--- src/rtl/axis_fifo_s_v2_0.sv ---
// AXI4-Stream slave FIFO with a read-side width downsizer and first-word-fall-through pop port.
// Empty byte lanes are skipped. Optional packet mode holds output until a full packet is stored.
`timescale 1ns/1ps

module axis_fifo_s_v2_0 #(
    parameter int C_S_AXIS_TDATA_WIDTH = 32,
    parameter int READ_DATA_WIDTH      = 8,
    parameter int FIFO_DEPTH           = 16,
    parameter int PACKET_MODE          = 0
) (
    input  logic                              s_axis_aclk,
    input  logic                              s_axis_aresetn,
    output logic                              s_axis_tready,
    input  logic [C_S_AXIS_TDATA_WIDTH-1:0]   s_axis_tdata,
    input  logic [C_S_AXIS_TDATA_WIDTH/8-1:0] s_axis_tkeep,
    input  logic                              s_axis_tlast,
    input  logic                              s_axis_tvalid,
    input  logic                              rd_en,
    output logic [READ_DATA_WIDTH-1:0]        dout,
    output logic                              dout_last,
    output logic                              empty,
    output logic [$clog2(FIFO_DEPTH):0]       data_count,
    output logic [$clog2(FIFO_DEPTH):0]       pkt_count
);

    localparam int RATIO = C_S_AXIS_TDATA_WIDTH / READ_DATA_WIDTH;
    localparam int BPL   = READ_DATA_WIDTH / 8;
    localparam int AW    = $clog2(FIFO_DEPTH);
    localparam int LW    = (RATIO > 1) ? $clog2(RATIO) : 1;

    localparam logic [AW:0]   CNT_ONE  = 1;
    localparam logic [AW:0]   FULL_CNT = (AW+1)'(FIFO_DEPTH);
    localparam logic [AW-1:0] PTR_ONE  = 1;
    localparam logic [LW-1:0] LANE_ONE = 1;

    logic [C_S_AXIS_TDATA_WIDTH-1:0] mem_data [FIFO_DEPTH];
    logic [RATIO-1:0]                mem_mask [FIFO_DEPTH];
    logic [FIFO_DEPTH-1:0]           mem_last;

    logic [AW-1:0] wr_ptr;
    logic [AW-1:0] rd_ptr;
    logic [LW-1:0] lane_idx;
    logic          wr_q;

    logic [RATIO-1:0]                wr_mask;
    logic [C_S_AXIS_TDATA_WIDTH-1:0] head_data;
    logic [RATIO-1:0]                head_mask;
    logic                            head_last;
    logic [LW-1:0]                   cur_lane;
    logic                            lane_found;
    logic                            has_next;
    logic [READ_DATA_WIDTH-1:0]      lane_word;

    logic          wr_fire;
    logic          pop;
    logic          beat_pop;
    logic          no_beats;
    logic          empty_w;
    logic [AW:0]   dc_next;
    logic [AW:0]   pc_next;

    // A lane is kept if any of its bytes is kept; an all-empty beat still yields lane 0.
    always_comb begin
        wr_mask = '0;
        for (int i = 0; i < RATIO; i++) begin
            wr_mask[i] = |s_axis_tkeep[i*BPL +: BPL];
        end
        if (s_axis_tkeep == '0) begin
            wr_mask[0] = 1'b1;
        end
    end

    always_ff @(posedge s_axis_aclk) begin
        if (wr_fire) begin
            mem_data[wr_ptr] <= s_axis_tdata;
            mem_mask[wr_ptr] <= wr_mask;
            mem_last[wr_ptr] <= s_axis_tlast;
        end
    end

    assign head_data = mem_data[rd_ptr];
    assign head_mask = mem_mask[rd_ptr];
    assign head_last = mem_last[rd_ptr];

    // Current lane is the lowest kept lane at or above lane_idx.
    always_comb begin
        cur_lane   = '0;
        lane_found = 1'b0;
        has_next   = 1'b0;
        lane_word  = '0;
        for (int i = 0; i < RATIO; i++) begin
            if (!lane_found && head_mask[i] && (i >= int'(lane_idx))) begin
                cur_lane   = LW'(i);
                lane_found = 1'b1;
            end
        end
        for (int i = 0; i < RATIO; i++) begin
            if (head_mask[i] && (i > int'(cur_lane))) begin
                has_next = 1'b1;
            end
        end
        for (int i = 0; i < RATIO; i++) begin
            if (LW'(i) == cur_lane) begin
                lane_word = head_data[i*READ_DATA_WIDTH +: READ_DATA_WIDTH];
            end
        end
    end

    // The most recently written beat becomes visible one cycle after its write.
    assign no_beats = (data_count == {{AW{1'b0}}, wr_q});
    assign empty_w  = (PACKET_MODE != 0)
                    ? (no_beats || ((pkt_count == '0) && (data_count < FULL_CNT)))
                    : no_beats;

    assign wr_fire  = s_axis_tvalid & s_axis_tready;
    assign pop      = rd_en & ~empty_w;
    assign beat_pop = pop & ~has_next;

    assign empty     = empty_w;
    assign dout      = empty_w ? '0 : lane_word;
    assign dout_last = ~empty_w & head_last & ~has_next;

    always_comb begin
        dc_next = data_count;
        case ({wr_fire, beat_pop})
            2'b10:   dc_next = data_count + CNT_ONE;
            2'b01:   dc_next = data_count - CNT_ONE;
            default: dc_next = data_count;
        endcase
    end

    always_comb begin
        pc_next = pkt_count;
        case ({wr_fire & s_axis_tlast, pop & dout_last})
            2'b10:   pc_next = pkt_count + CNT_ONE;
            2'b01:   pc_next = pkt_count - CNT_ONE;
            default: pc_next = pkt_count;
        endcase
    end

    always_ff @(posedge s_axis_aclk or negedge s_axis_aresetn) begin
        if (!s_axis_aresetn) begin
            wr_ptr        <= '0;
            rd_ptr        <= '0;
            lane_idx      <= '0;
            wr_q          <= 1'b0;
            data_count    <= '0;
            pkt_count     <= '0;
            s_axis_tready <= 1'b0;
        end else begin
            wr_q          <= wr_fire;
            data_count    <= dc_next;
            pkt_count     <= pc_next;
            s_axis_tready <= (dc_next < FULL_CNT);
            if (wr_fire) begin
                wr_ptr <= wr_ptr + PTR_ONE;
            end
            if (beat_pop) begin
                rd_ptr   <= rd_ptr + PTR_ONE;
                lane_idx <= '0;
            end else if (pop) begin
                lane_idx <= cur_lane + LANE_ONE;
            end
        end
    end

endmodule
--- config.mk ---
export PLATFORM = sky130hd
export DESIGN_NAME = axis_fifo_s_v2_0
export DESIGN_NICKNAME = d
export VERILOG_FILES = /design/src/rtl/axis_fifo_s_v2_0.sv
export SDC_FILE = /design/constraint.sdc
export NUM_CORES = 1
export LEC_CHECK = 0
export CORE_MARGIN = 1.5
export CORE_UTILIZATION = 55
export CTS_CLUSTER_DIAMETER = 40
export DETAILED_ROUTE_END_ITERATION = 12
export PLACE_DENSITY_LB_ADDON = 0.25
export SLEW_MARGIN = 40
export SYNTH_ARGS = -nofsm -noshare
export SYNTH_HDL_FRONTEND = slang
export SYNTH_SLANG_ARGS = --single-unit
--- constraint.sdc ---
create_clock -name s_axis_aclk -period 4.4 [get_ports s_axis_aclk]
set_input_delay 0.88 -clock s_axis_aclk [delete_from_list [all_inputs] [get_ports s_axis_aclk]]
set_output_delay 0.88 -clock s_axis_aclk [all_outputs]
set_load 0.02 [all_outputs]
Word level (Yosys, flattened, before mapping) --
Memories as Yosys holds them, arrays and structs flattened. Index checks and enable logic that the tools add are counted.
Cells by class: bitwise operators 9, multipliers 0, div/mod/pow operators 0, multiplexer cells 26, shifts and indexed selects 0, add/subtract/negate cells 7, reduce and logical (&&, ||, !) cells 17, magnitude comparators 10, eq/ne operators 8
Operator list (count):
- $mux 8 | 5
- $pmux 5 s2 | 2
- $bwmux 16 | 1
- $mux 1 | 12
- $add 5x1->5 const B | 2
- $logic_and 1x1->1 | 10
- $lt 4x5->1 const B | 2
- $sub 5x1->5 const B | 2
- $add 4x1->4 const B | 2
- $mux 2 | 4
- $and 1x1->1 | 7
- $eq 5x1->1 | 1
- $lt 5x5->1 const B | 1
- $bmux 1 s4 | 1
- $demux 1 s4 | 1
- $eq 2x1->1 const B | 2
- $eq 2x2->1 const A | 2
- $eq 2x2->1 const B | 2
- $ge 1x2->1 const A | 2
- $ge 4x1->1 const B | 1
- $gt 2x2->1 const A | 2
- $logic_not 4->1 | 1
- $reduce_bool 2->1 | 2
- $logic_not 1->1 | 3
- other kinds (6) | 7
Word-level totals: flip-flop bits (word level) 38, RAM bits 576, memories kept 2, latch bits 0, word-level logic and storage cells 87, output and inout port bits 21, ROM bits 0, input bits 41
Memories:
- mem_data | depth 16, bits a word 32, read ports 1, clocked after memory_dff 0, write ports 1, line 36 | logic [C_S_AXIS_TDATA_WIDTH-1:0] mem_data [FIFO_DEPTH];
- mem_mask | depth 16, bits a word 4, read ports 1, clocked after memory_dff 0, write ports 1, line 37 | logic [RATIO-1:0] mem_mask [FIFO_DEPTH];

Logic depth before layout (Yosys ltp) --
depth in word-level cells 24, gate-level depth with buffers 26, gate-level depth less buffers 23

Least setup slack after synthesis --
OpenSTA, ideal clock, no wires.
path kind reg2reg, from register rd_ptr[0], to register pkt_count[4], path buffers 4, clock period less this slack 4634 ps, library setup time 130 ps, setup slack -234 ps, data arrival time 4504 ps, required time 4270 ps, cell stages (with the launch flop) 23, cell sequence dfrtp_1 -> buf_6 -> buf_12 -> buf_12 -> mux2i_1 -> a22o_1 -> nor4_1 -> or2_2 -> or3_1 -> o21ai_0 -> ha_1 -> clkbuf_4 -> o32a_1 -> o211ai_2 -> nor3b_1 -> and2_1 -> ha_1 -> ha_1 -> a21o_1 -> a21oi_1 -> xor2_1 -> nor2_1 -> xor2_1
Between the ends: cells in the longest elaborated chain, start to end 24, elaborated cells on any way between the ends 35, those cells by class order compare (3); eq/ne (2); mux (12); bitwise (4); reduce/logical (13); memory (1)
Ends and longest elaborated chain:
- start, declared | line 41 | logic [AW-1:0] rd_ptr;
- start signal, assigned | line 159 | rd_ptr <= rd_ptr + PTR_ONE;
- $mem_v2 16x4
- $logic_and 1x1->1 | line 92 | if (!lane_found && head_mask[i] && (i >= int'(lane_idx))) begin
- $mux 1 | line 92
- $logic_not 1->1 | line 92
- $logic_and 1x1->1 (2 in a row) | line 92
- $mux 1 | line 92
- $logic_not 1->1 | line 92
- $logic_and 1x1->1 (2 in a row) | line 92
- [... 5 more ...]
- $logic_and 1x1->1 | line 98 | if (head_mask[i] && (i > int'(cur_lane))) begin
- $mux 1 (3 in a row) | line 98
- $not 1->1 | line 121 | assign dout_last = ~empty_w & head_last & ~has_next;
- $and 1x1->1 * | line 121
- named net dout_last | line 20 | output logic dout_last,
- $and 1x1->1 * | line 134 | case ({wr_fire & s_axis_tlast, pop & dout_last})
- $eq 2x1->1 / $eq 2x2->1 (equally long branches) | line 134
- $pmux 5 s2 / $reduce_bool 2->1 (equally long branches)
- end signal, assigned | line 153 | pkt_count <= pc_next;
- end, declared | line 23 | output logic [$clog2(FIFO_DEPTH):0] pkt_count
The timed path passes the listed nets; every way through them passes the cells marked *. The select of a mux whose other input is x is not followed. A chain may end at the register's enable or synchronous reset.

Final worst setup path --
from register rd_ptr[0], to output port dout[5]
Between the ends: cells in the longest elaborated chain, start to end 20, elaborated cells on any way between the ends 26, those cells by class eq/ne (3); mux (11); reduce/logical (10); memory (2)
Ends and longest elaborated chain:
- $mem_v2 16x4
- $logic_and 1x1->1 | line 92
- $mux 1 | line 92
- $logic_not 1->1 | line 92
- $logic_and 1x1->1 (2 in a row) | line 92
- $mux 1 | line 92
- $logic_not 1->1 | line 92
- $logic_and 1x1->1 (2 in a row) | line 92
- $mux 1 | line 92
- $logic_not 1->1 | line 92
- $logic_and 1x1->1 | line 92
- $mux 2 | line 92
- $logic_not 2->1 | line 103 | if (LW'(i) == cur_lane) begin
- $mux 8 (3 in a row) | line 103
- $mux 8 * | line 103
- $mux 8 * | line 120 | assign dout = empty_w ? '0 : lane_word;
- end, declared | line 19 | output logic [READ_DATA_WIDTH-1:0] dout,
Every way passes the cells marked *; elsewhere a longest branch is shown, timed or not.

==> summary.md <==
| Metric | Value |
|---|---|
| Final count of hold timing violations | 0 |
| Placed inst area | around 26000 um2 |
| Die width | 213 um |
| Port bufs | about 60 |
| Initial Util | about 56% |
| Tmin final | about 4.6 ns |
| Largest net degree at the start of global routing | 39 |
| PwrDens | between 700 and 800 nW/um2 |
| Cell Rows | 76 |
| Vias in the first global route | roughly 12000 |
| WP data required | 3.52 ns |
| Crit Path Max Fanout | 10 |
| Die ar. | roughly 45000 um2 |
| Violated checks | setup timing |
| Commonest non-fill, non-tap cell in the layout | edfxtp_1 |
| Slew margin rel. | 42.1% |
| Seq/Total Area, Yosys | about 75% |
| Mapped Cells | 1059 |
| Clk sinks | between 600 and 700 |
| Synthesized net count | between 1000 and 1500 |
| WP buf/inv | 5 |
| Clock Path Buffers | 3 |
| CP endpoint kind | primary output |
| Placer Congestion | 0.808 |
| H-tree depth | 3 |
| Min-Delay Path Class | in -> async |
| Post-DRT Antenna Nets | 0 |
| Register bit count reported by yosys | between 600 and 700 |
| Worst skew pair latency | slightly above 0.6 ns |
| Post-layout net count | around 1300 |
| Arrival time of the worst setup path | 3.77 ns |
| Synthesis-to-finish area growth | 20.4% |
| Placed Instances | ~1700 |
| RSZ-0062 raised after global routing | true |
| Actual slew at the worst max-slew pin | approximately 0.87 ns |
| Avg Inst Size Synth | roughly 23 um2 |
| Status | finished with violations |
| Crit-path slowest cell | dfrtp_4 |
| Critical Path Start Type | register |
| Most frequent cells in the layout | edfxtp_1 (592), mux4_2 (147), clkbuf_16 (81) |
| CORE AREA | approximately 43000 um2 |
| Cell family with most CP delay | compound AO/OA/AOI/OAI gates |
| Max-capacitance violation count | 0 |
| DR pass1 iterations | 5 |
| Aggregate global-route resource usage | around a quarter |
| FFs w/ async S/R, synth | around 3.6% |
| Die span in y | around 210 um |
| Clock skew | between 0.02 and 0.025 ns |
| Total CTS buffers | 80 |
| Overflow after GRT | 0 |
| Initial antenna violation count | 2 |
| Most common flop cell mapped by yosys | edfxtp_1 |
| Non-filler instance count after layout | roughly 1900 |
| Remaining DRCs | 0 |
| Setup violators final | 10 |
| Final Max Slew Viols | 0 |
| Vias per cell | between 6 and 7 |
| Final setup margin | -0.248 ns |
| Final instance area | 29200 um2 |
| WS Path Type | reg -> out |
| DR vias | between 10000 and 15000 |
| CTS Root Buffer Type | clkbuf_16 |
| P_leak | around 9.6 nW |
| Crit path cell chain | buf_12, mux2i_1, a221o_1, o32a_1, or3_4, o21ai_4, inv_2, buf_4, ha_4, buf_6, o21ai_1, o21ai_1, nor2_1, buf_4 |
| DP HPWL | 28.7 mm |
| DRT Wirelength | roughly 55 mm |
| Share of cells above drive strength 1 | between 30% and 40% |
| Syn. warnings | 0 |
| Fmax | 215 MHz |
| Routed length per instance | 29.0 um |
| DRT iter0 DRCs | roughly 1300 |
| Mapped Area | ~24000 um2 |
| Post-synth EDFFs | 592 |
| IO Pins | 62 |
| Fin crit share | 106% |
| Netlist cell types | between 50 and 60 |
| Clock Pin Slew Worst Setup and Hold Paths | 0.05 ns |
| TritonCTS clock tree | done |
| First-pass GRT wire length | approximately 80 mm |
| Util after Layout | about two thirds |
| Post-Place Setup Slack | -0.313 ns |
| Slowest Stage Delay on Critical Path | about 0.54 ns |
| WHS | around 0.25 ns |
| Peak VDD IR | 0.000484 V |
==> power breakdown <==
part	switching (mW)	internal, mW	total [mW]
sequential	0.233	6.94	7.17
combinational	4.34	3.98	8.33
clock	2.46	3.93	6.39
==> sequential cells by signal, summed over array words and instances, names as in the netlist, 2 cells and up, named ones only <==
| signal | cells |
|---|---|
| rd_ptr | 4 |
| mem_mask | 64 |
| mem_data | 512 |
| wr_ptr | 4 |
| mem_last | 16 |
| data_count | 4 |
| pkt_count | 5 |
| lane_idx | 2 |
==> kinds of logic (layout without fill, tap and decap cells) <==
logic type | Yosys count | count (layout) | share of synthesized area [%]
muxes | 195 | 195 | 17.4
buffers and inverters | 65 | 312 | 2.12
and+or+nand+nor | 83 | 83 | 1.69
DFF | 614 | 614 | 75.4
other | 0 | 4 | 0
xor gates and xnor gates | 17 | 17 | 0.613
adders and majority gates | 19 | 19 | 1.04
AOI/OAI and AO/OA | 66 | 66 | 1.68
==> routing by layer <==
| layer | part of all wire, % | GRT usage [%] | vias to the layer above | routed length, um |
|---|---|---|---|---|
| li1 | - | - | 4862 | - |
| met1 | 39 | 34.7 | 6253 | 21500 |
| met2 | 50 | 40.4 | 547 | 27400 |
| met3 | 7.8 | 5.13 | 115 | 4310 |
| met4 | 3.0 | 8.91 | 2 | 1630 |
| met5 | 0.025 | 0 | - | 14 |
==> area by class of cell <==
cell class,instances,area (um2)
Fill cell,2725,14100
Tap cell,585,732
Antenna cell,4,10.0
Inverter,15,60.1
Multi-Input combinational cell,380,5900
Clock buffer,89,2060
Clock inverter,55,607
Sequential cell,614,18300
Timing Repair Buffer,153,1540
==> through the flow <==
stage	TNS, ns	total power, mW
after floorplan	0	12.0
after global placement	-1.30	14.2
after detailed placement	-2.45	14.4
after CTS	-2.20	21.3
after global routing	-3.56	22.7
final	-1.73	21.9
==> final timing paths <==
path	start	end	slack [ns]	cells past startpoint
max in group asynchronous	s_axis_aresetn	rd_ptr[1]	3.74	1
min reg2reg	pkt_count[4]	pkt_count[4]	0.46	1
max	rd_ptr[0]	dout[5]	-0.25	14
min	s_axis_aresetn	lane_idx[0]	0.25	1
max reg2reg	rd_ptr[0]	s_axis_tready	-0.07	22
min in group s_axis_aclk	pkt_count[4]	pkt_count[4]	0.46	1
==> synthesized netlist by cell type (4+ instances only) <==
| library cell | count | area [um2] |
|---|---|---|
| a21o_1 | 5 | 37.5 |
| a21oi_1 | 22 | 110 |
| a22o_1 | 6 | 52.6 |
| buf_12 | 8 | 160 |
| buf_2 | 15 | 75.1 |
| buf_6 | 5 | 56.3 |
| buf_8 | 4 | 60.1 |
| clkbuf_1 | 8 | 30.0 |
| clkbuf_4 | 4 | 30.0 |
| dfrtp_1 | 22 | 551 |
| edfxtp_1 | 592 | 17800 |
| ha_1 | 17 | 213 |
| inv_1 | 14 | 52.6 |
| mux2i_1 | 20 | 200 |
| mux4_1 | 30 | 788 |
| mux4_2 | 143 | 3220 |
| nand2_1 | 16 | 60.1 |
| nand2b_1 | 6 | 37.5 |
| nor2_1 | 28 | 105 |
| nor2b_1 | 8 | 50.1 |
| nor3_1 | 7 | 35.0 |
| o21ai_0 | 7 | 35.0 |
| o21ai_1 | 17 | 85.1 |
| xnor2_1 | 9 | 78.8 |
| xor2_1 | 8 | 70.1 |
==> what timing repair did <==
action,4_1_cts,5_1_grt
hold buffers,0,0
resized for setup,82,52
buffers inserted,6,9
pin swaps,18,25
endpoints found under the setup margin,13,15
gates cloned,2,0
endpoints found under the hold margin,0,0
(Power assumes the default switching activity.)
